==> src/rtl/if_stage_pkg.sv <==
// Shared constants, types and helpers for the instruction-fetch stage.
package if_stage_pkg;

  localparam int INST_ADDR_W = 32;
  localparam int INST_W      = 32;

  localparam logic [INST_W-1:0]      ZERO_WORD = '0;
  localparam logic [INST_ADDR_W-1:0] PC_STEP   = 32'd4;

  localparam logic CHIP_ENABLE  = 1'b1;
  localparam logic CHIP_DISABLE = 1'b0;
  localparam logic RST_ENABLE   = 1'b0;

  // CTRL stall vector layout
  localparam int STALL_W  = 6;
  localparam int STALL_PC = 0;
  localparam int STALL_IF = 1;
  localparam int STALL_ID = 2;

  // Source of the next PC, in descending priority
  typedef enum logic [2:0] {
    PC_SEL_BOOT,
    PC_SEL_FLUSH,
    PC_SEL_HOLD,
    PC_SEL_BRANCH,
    PC_SEL_SEQ
  } pc_sel_e;

  // IF/ID pipeline register contents
  typedef struct packed {
    logic [INST_ADDR_W-1:0] pc;
    logic [INST_W-1:0]      inst;
    logic                   valid;
  } if_id_t;

  // Redirect targets are forced word-aligned; misaligned fetch is not trapped here.
  function automatic logic [INST_ADDR_W-1:0] word_align(input logic [INST_ADDR_W-1:0] addr);
    return {addr[INST_ADDR_W-1:2], 2'b00};
  endfunction

endpackage

==> src/rtl/if_stage_pc_reg.sv <==
// PC register: chip-enable boot sequencing, next-PC priority mux and +4 adder.
module if_stage_pc_reg
  import if_stage_pkg::*;
#(
  parameter logic [INST_ADDR_W-1:0] RESET_PC = 32'h0000_0000
) (
  input  logic                   clk,
  input  logic                   rst,
  input  logic                   hold,
  input  logic                   flush,
  input  logic [INST_ADDR_W-1:0] new_pc,
  input  logic                   branch_flag,
  input  logic [INST_ADDR_W-1:0] branch_target,
  output logic                   ce,
  output logic [INST_ADDR_W-1:0] pc
);

  pc_sel_e                pc_sel;
  logic [INST_ADDR_W-1:0] pc_next;

  // Choose the next-PC source; flush beats stall, stall masks a branch.
  always_comb begin
    // NOTE: default assigned first so every path drives pc_sel and no latch is inferred.
    pc_sel = PC_SEL_SEQ;
    if (ce == CHIP_DISABLE) begin
      pc_sel = PC_SEL_BOOT;
    end else if (flush) begin
      pc_sel = PC_SEL_FLUSH;
    end else if (hold) begin
      pc_sel = PC_SEL_HOLD;
    end else if (branch_flag) begin
      pc_sel = PC_SEL_BRANCH;
    end
  end

  // Next-PC data mux; the sequential path wraps naturally at 32 bits.
  always_comb begin
    pc_next = pc + PC_STEP;
    unique case (pc_sel)
      PC_SEL_BOOT:   pc_next = RESET_PC;
      PC_SEL_FLUSH:  pc_next = word_align(new_pc);
      PC_SEL_HOLD:   pc_next = pc;
      PC_SEL_BRANCH: pc_next = word_align(branch_target);
      PC_SEL_SEQ:    pc_next = pc + PC_STEP;
      default:       pc_next = pc + PC_STEP;
    endcase
  end

  // Chip enable goes high on the first clock after reset is released.
  always_ff @(posedge clk) begin
    // NOTE: registered state uses non-blocking assignment so every flop samples pre-edge values.
    if (rst == RST_ENABLE) begin
      ce <= CHIP_DISABLE;
    end else begin
      ce <= CHIP_ENABLE;
    end
  end

  // PC register; held at RESET_PC until the ROM is enabled.
  always_ff @(posedge clk) begin
    if (rst == RST_ENABLE) begin
      pc <= RESET_PC;
    end else begin
      pc <= pc_next;
    end
  end

endmodule

==> src/rtl/if_stage.sv <==
// Instruction-fetch stage: drives inst_rom and captures the fetched word into IF/ID.
module if_stage
  import if_stage_pkg::*;
#(
  parameter logic [INST_ADDR_W-1:0] RESET_PC = 32'h0000_0000
) (
  input  logic                   clk,
  input  logic                   rst,
  input  logic [STALL_W-1:0]     stall,
  input  logic                   flush,
  input  logic [INST_ADDR_W-1:0] new_pc,
  input  logic                   branch_flag_i,
  input  logic [INST_ADDR_W-1:0] branch_target_i,
  output logic                   rom_ce_o,
  output logic [INST_ADDR_W-1:0] rom_addr_o,
  input  logic [INST_W-1:0]      rom_inst_i,
  output logic [INST_ADDR_W-1:0] id_pc_o,
  output logic [INST_W-1:0]      id_inst_o,
  output logic                   id_valid_o
);

  if_id_t if_id_q;
  logic   bubble;
  logic   unused_stall;

  // Upper stall bits belong to later stages.
  assign unused_stall = ^stall[STALL_W-1:STALL_ID+1];

  if_stage_pc_reg #(
    .RESET_PC (RESET_PC)
  ) u_pc_reg (
    .clk           (clk),
    .rst           (rst),
    .hold          (stall[STALL_PC]),
    .flush         (flush),
    .new_pc        (new_pc),
    .branch_flag   (branch_flag_i),
    .branch_target (branch_target_i),
    .ce            (rom_ce_o),
    .pc            (rom_addr_o)
  );

  // IF stalled while ID moves on: ID must see an empty slot, not a repeat.
  assign bubble = stall[STALL_IF] && !stall[STALL_ID];

  // IF/ID register: flush or bubble clears, a full stall holds, otherwise capture the fetch.
  always_ff @(posedge clk) begin
    if (rst == RST_ENABLE || flush || bubble) begin
      if_id_q.pc    <= '0;
      if_id_q.inst  <= ZERO_WORD;
      if_id_q.valid <= 1'b0;
    end else if (stall[STALL_IF]) begin
      if_id_q <= if_id_q;
    end else begin
      if_id_q.pc    <= rom_addr_o;
      if_id_q.inst  <= (rom_ce_o == CHIP_ENABLE) ? rom_inst_i : ZERO_WORD;
      if_id_q.valid <= (rom_ce_o == CHIP_ENABLE);
    end
  end

  assign id_pc_o    = if_id_q.pc;
  assign id_inst_o  = if_id_q.inst;
  assign id_valid_o = if_id_q.valid;

endmodule

==> config.mk <==
export PLATFORM = sky130hd
export DESIGN_NAME = if_stage
export DESIGN_NICKNAME = d
export VERILOG_FILES = /design/src/rtl/if_stage_pkg.sv /design/src/rtl/if_stage_pc_reg.sv /design/src/rtl/if_stage.sv
export SDC_FILE = /design/constraint.sdc
export NUM_CORES = 1
export LEC_CHECK = 0
export CAP_MARGIN = 30
export CORE_MARGIN = 2
export CORE_UTILIZATION = 30
export CTS_CLUSTER_SIZE = 30
export DETAILED_ROUTE_END_ITERATION = 7
export PLACE_DENSITY = 0.63
export SYNTH_ARGS = -nofsm -noshare
export SYNTH_HDL_FRONTEND = slang
export SYNTH_SLANG_ARGS = --single-unit
==> constraint.sdc <==
create_clock -name clk -period 3.1 [get_ports clk]
set_input_delay 0.465 -clock clk [delete_from_list [all_inputs] [get_ports clk]]
set_output_delay 0.465 -clock clk [all_outputs]
set_load 0.02 [all_outputs]
Word-level counts from Yosys, hierarchy flattened
Cells that the tools add are included.
{ "word_totals": {"ff_bits": 98, "latchBits": 0, "ramBits": 0, "mem_bits_ro": 0, "inputBits": 106, "elab_cells": 22, "mem_count": 0} }
{ "op_classes": {"addsub": 1, "multipliers": 0, "div_mod_pow": 0, "n_lt_le_gt_ge": 0, "eq_ne": 3, "n_shift": 0, "n_mux": 7, "n_bitwise": 1, "reduce_logical": 5} }
{ "op_table": {"columns": ["cell", "count"], "rows": [
  ["32-bit case mux with 4 select lines", 1],
  ["32-bit by 3-bit adder with 32-bit output, second input constant", 1],
  ["32-bit 2-to-1 mux", 1],
  ["3-bit 2-to-1 mux", 4],
  ["3-bit by 2-bit equality test with 1-bit output, second input constant", 2],
  ["3-bit by 1-bit equality test with 1-bit output, second input constant", 1],
  ["3-bit logical NOT", 1],
  ["1-bit logical OR", 2],
  ["1-bit logical AND", 1],
  ["1-bit logical NOT", 1],
  ["1-bit 2-to-1 mux", 1],
  ["1-bit inverter", 1]
]} }

Logic depth before layout (Yosys ltp)
{ "depth": {"word_depth": 6, "mapped_depth": 7} }

Modules after synthesis
A second synthesis with hierarchy kept.
{ "unflattened": {"cells_unflattened": 563, "area_unflattened_um2": 5205.0} }
{ "by_module_without_submodules": {"columns": ["mod", "n_inst", "cells_each", "area_each_um2", "seq_area_each_um2"], "rows": [
  ["if_stage", 1, 258, 2894.0, 1301.2],
  ["if_stage_pc_reg", 1, 305, 2311.0, 620.6]
]} }

Worst setup path after synthesis
No wires, ideal clock.
{ "synth_path": {"path_type": "reg2reg", "startpoint": "register u_pc_reg.pc[2]", "endpoint": "register u_pc_reg.pc[28]", "setup_ps": 122, "arrival_time_ps": 1680, "setup_slack_ps": 1298, "path_stages_with_launch": 8, "n_path_buf": 1, "period_less_slack_ps": 1802, "cell_sequence": "dfxtp_1 > ha_1 > and3_2 > nand4_2 > buf_4 > o31a_1 > o21ai_1 > a21oi_1"} }
{ "synth_between": {"elab_chain_len": 2} }
{ "synth_rtl": {"columns": ["item", "line", "text"], "rows": [
  ["start, declared", "if_stage_pc_reg.sv:15", "output logic [INST_ADDR_W-1:0] pc"],
  ["start signal, assigned", "if_stage_pc_reg.sv:64", "pc <= pc_next;"],
  ["32-bit by 3-bit adder with 32-bit output", null, null],
  ["32-bit case mux with 4 select lines", "if_stage_pc_reg.sv:39", "unique case (pc_sel)"]
]} }
Every way passes these cells.
A chain may end at the register's enable or synchronous reset.

Worst setup path after layout
{ "layout_path": {"startpoint": "register u_pc_reg.pc[2]", "endpoint": "register u_pc_reg.pc[26]"} }
Same word-level chain as after synthesis.

==> metrics <==
1st-iter DRT viols=226; grt met1 use=0.235; post-synthesis async set-or-reset flop share=0; data arrival at the endpoint of the critical path=2.32 ns; number of unique standard cell types used by synthesis=59; vias after detailed routing=4705; largest net degree at the start of global routing=51; Max VDD drop=0.000250 V; highest clock rate=478 MHz; Final GP Congestion=0.856; final global-route overflow total=0; total negative slack for setup checks=0 ns; global-route wire length before repair=23.7 mm; Post-synth top flop=sky130_fd_sc_hd__dfxtp_1; biggest area consumer among synthesized cells=sky130_fd_sc_hd__dfxtp_1; transition at the pin with the smallest max-transition slack=0.651 ns; RSZ-0062 raised after global routing=no; met3 usage in global routing=0.0356; Pwr per Cell Area=421 mW/mm²; count of inserted antenna diode cells=0; leakage power=2.46 nW; vias in the first global route=4557; register-to-register setup slack=1.01 ns; count of final hold-check violations=0; number of fill cells in the layout=1449; Die Footprint=0.0162 mm²; worst reg2reg path endpoint=u_pc_reg.pc[26]; deepest clock path buffer count=2; most frequent standard cell in the layout excluding fill and tap cells=sky130_fd_sc_hd__clkdlybuf4s50_1; starting utilization of the core area=0.303; post-cts repair resize count=0; kind of critical path=flop to flop; Worst Setup SP=u_pc_reg.pc[2]; count of input and output buffers=192; Post CTS Setup Buffer Count=0; busiest layer in global routing=met2; number of cells on the worst reg-to-reg path=6; Final Cycle Share=0.675; via count normalized by instance count=5.19; data required time of the worst path=3.33 ns; proportion of layout cells with a drive suffix above 1=0.0724; fraction of post-synthesis cell area in the top cell type by area=0.413; clock root buffer=sky130_fd_sc_hd__clkbuf_16; remaining design rule violation count=0; floorplan row count=45; count of state elements after synthesis=94; maximum fanout along the worst path=12; horizontal die dimension=127 µm; hold buffers post-CTS=0; average size of a mapped cell=8.43 µm²; number of optimization iterations in the first detailed-route pass=4; Yosys warning total=0; dpl ws=0.729 ns; Final Net Count=820; Clock Sinks=94; post-synthesis instance total=541; top cells by area, synth=sky130_fd_sc_hd__dfxtp_1 (41%), sky130_fd_sc_hd__mux2i_1 (6.6%), sky130_fd_sc_hd__nor2_1 (6.3%), sky130_fd_sc_hd__a22oi_1 (5.6%), sky130_fd_sc_hd__nand2_1 (4.0%); clock transition at the registers of the reported paths=0.06 ns; number of enable flip-flop cells after synthesis=0; clock tree from TritonCTS=built; crit end category=flop; core area=0.0150 mm²; antenna violations before repair=0; Pins Over Slew Limit=0; H-tree lvl count=3; crit path setup slack, layout=1.01 ns; number of buffers created by CTS=9; area grow syn2layout=50.4%; WL final=15.1 mm; number of placed I/O pins=204; Clock Latency Late Sink=0.34 ns; y dimension of the die=127 µm; path type of the worst min-delay path=flop to flop; commonest cells after routing, fill and taps aside=sky130_fd_sc_hd__clkdlybuf4s50_1 (191), sky130_fd_sc_hd__dfxtp_1 (94), sky130_fd_sc_hd__nor2_1 (77); cell area after synthesis=0.00456 mm²; all-layer global routing usage=0.182; clock period minus final worst setup slack=2.09 ns; status=finished clean; antenna viol nets, final=0; max cap viols=0; fraction of the yosys area taken by sequential cells=0.413; final worst clock skew=0.00882 ns; DP HPWL=11.2 mm; setup-violating endpoint count in the final report=0; startpoint types=flop; worst setup path endpoint=u_pc_reg.pc[26]; Worst R2R Start=u_pc_reg.pc[2]; worst max-slew margin expressed relative to the limit=0.564; routed len/inst=16.6 µm; met2 Use GR=0.301
-- cell usage after synthesis, drive strengths merged, types with 12 or more instances --
library cell and number:
dfxtp 94, nor2 77, nand2 50, o21ai 41, a22oi 34, a21oi 31
buf 31, mux2i 30, clkbuf 18, nor3 15, nand3 12, nor4 12
o211ai 12
-- per-layer routing --
layer	vias up	part of all wire
li1	2297	-
met1	2231	0.44
met3	19	0.064
met5	-	0
met4	0	0.016
met2	158	0.48
-- final cells by class --
type                       instances  area, µm²  share of cell area
timing repair buffer             207       2030               0.296
clock inverter                     5       58.8             0.00858
sequential                        94       1880               0.275
inverter                           8       30.0             0.00438
clock buffer                      11        243              0.0354
multi-input combinational        393       2370               0.346
tap                              188        235              0.0343
-- power breakdown --
part           internal [mW]  switching (mW)
sequential              1.24          0.0519
combinational          0.245           0.219
clock                  0.648           0.481
total                   2.13           0.752
-- worst min-delay path by stage --
stage                     cells past startpoint  slack [ns]        start          end
final                                         2        0.50   id_valid_o   id_valid_o
after global routing                          2        0.52   id_pc_o[9]   id_pc_o[9]
after CTS                                     2        0.50  id_pc_o[16]  id_pc_o[16]
after detailed placement                      2        0.49   id_pc_o[7]   id_pc_o[7]
after global placement                        2        0.47   id_valid_o   id_valid_o
after floorplan                               0        0.49          rst  u_pc_reg.ce
-- per-stage QoR --
stage | power [mW] | instance area, µm² | hold WS [ns] | std cells | utilization
floorplan | 1.54 | 4570 | 0.493 | 544 | -
global placement | 1.78 | 6550 | 0.474 | 890 | 0.436
detailed placement | 1.78 | 6550 | 0.487 | 890 | 0.436
CTS | 2.92 | 6860 | 0.503 | 906 | 0.456
global route | 3.03 | 6860 | 0.523 | 906 | 0.456
finish | 2.89 | 6860 | 0.495 | 906 | 0.456
-- sequential cells by signal, summed over array words and instances (netlist names) --
signal       flops
u_pc_reg.ce      1
u_pc_reg.pc     30
id_inst_o       32
id_valid_o       1
id_pc_o         30
-- kinds of logic after synthesis --
family                   synth area share
adder cells (fa/ha/maj)           0.00274
AO/OA/AOI/OAI                       0.229
AND/OR/NAND/NOR                     0.217
XOR/XNOR                          0.00192
buffers and inverters              0.0694
multiplexers                       0.0659
flip-flops                          0.413
other                            0.000822
-- critical path, stage by stage, from the launching register on --
cell,delay (ns)
sky130_fd_sc_hd__dfxtp_1,0.50
sky130_fd_sc_hd__ha_1,0.27
sky130_fd_sc_hd__and3_2,0.27
sky130_fd_sc_hd__nand4_2,0.35
sky130_fd_sc_hd__o31a_1,0.40
sky130_fd_sc_hd__o21ai_1,0.12
sky130_fd_sc_hd__a21oi_1,0.07
Note: power is estimated with default switching activity, not from simulation.
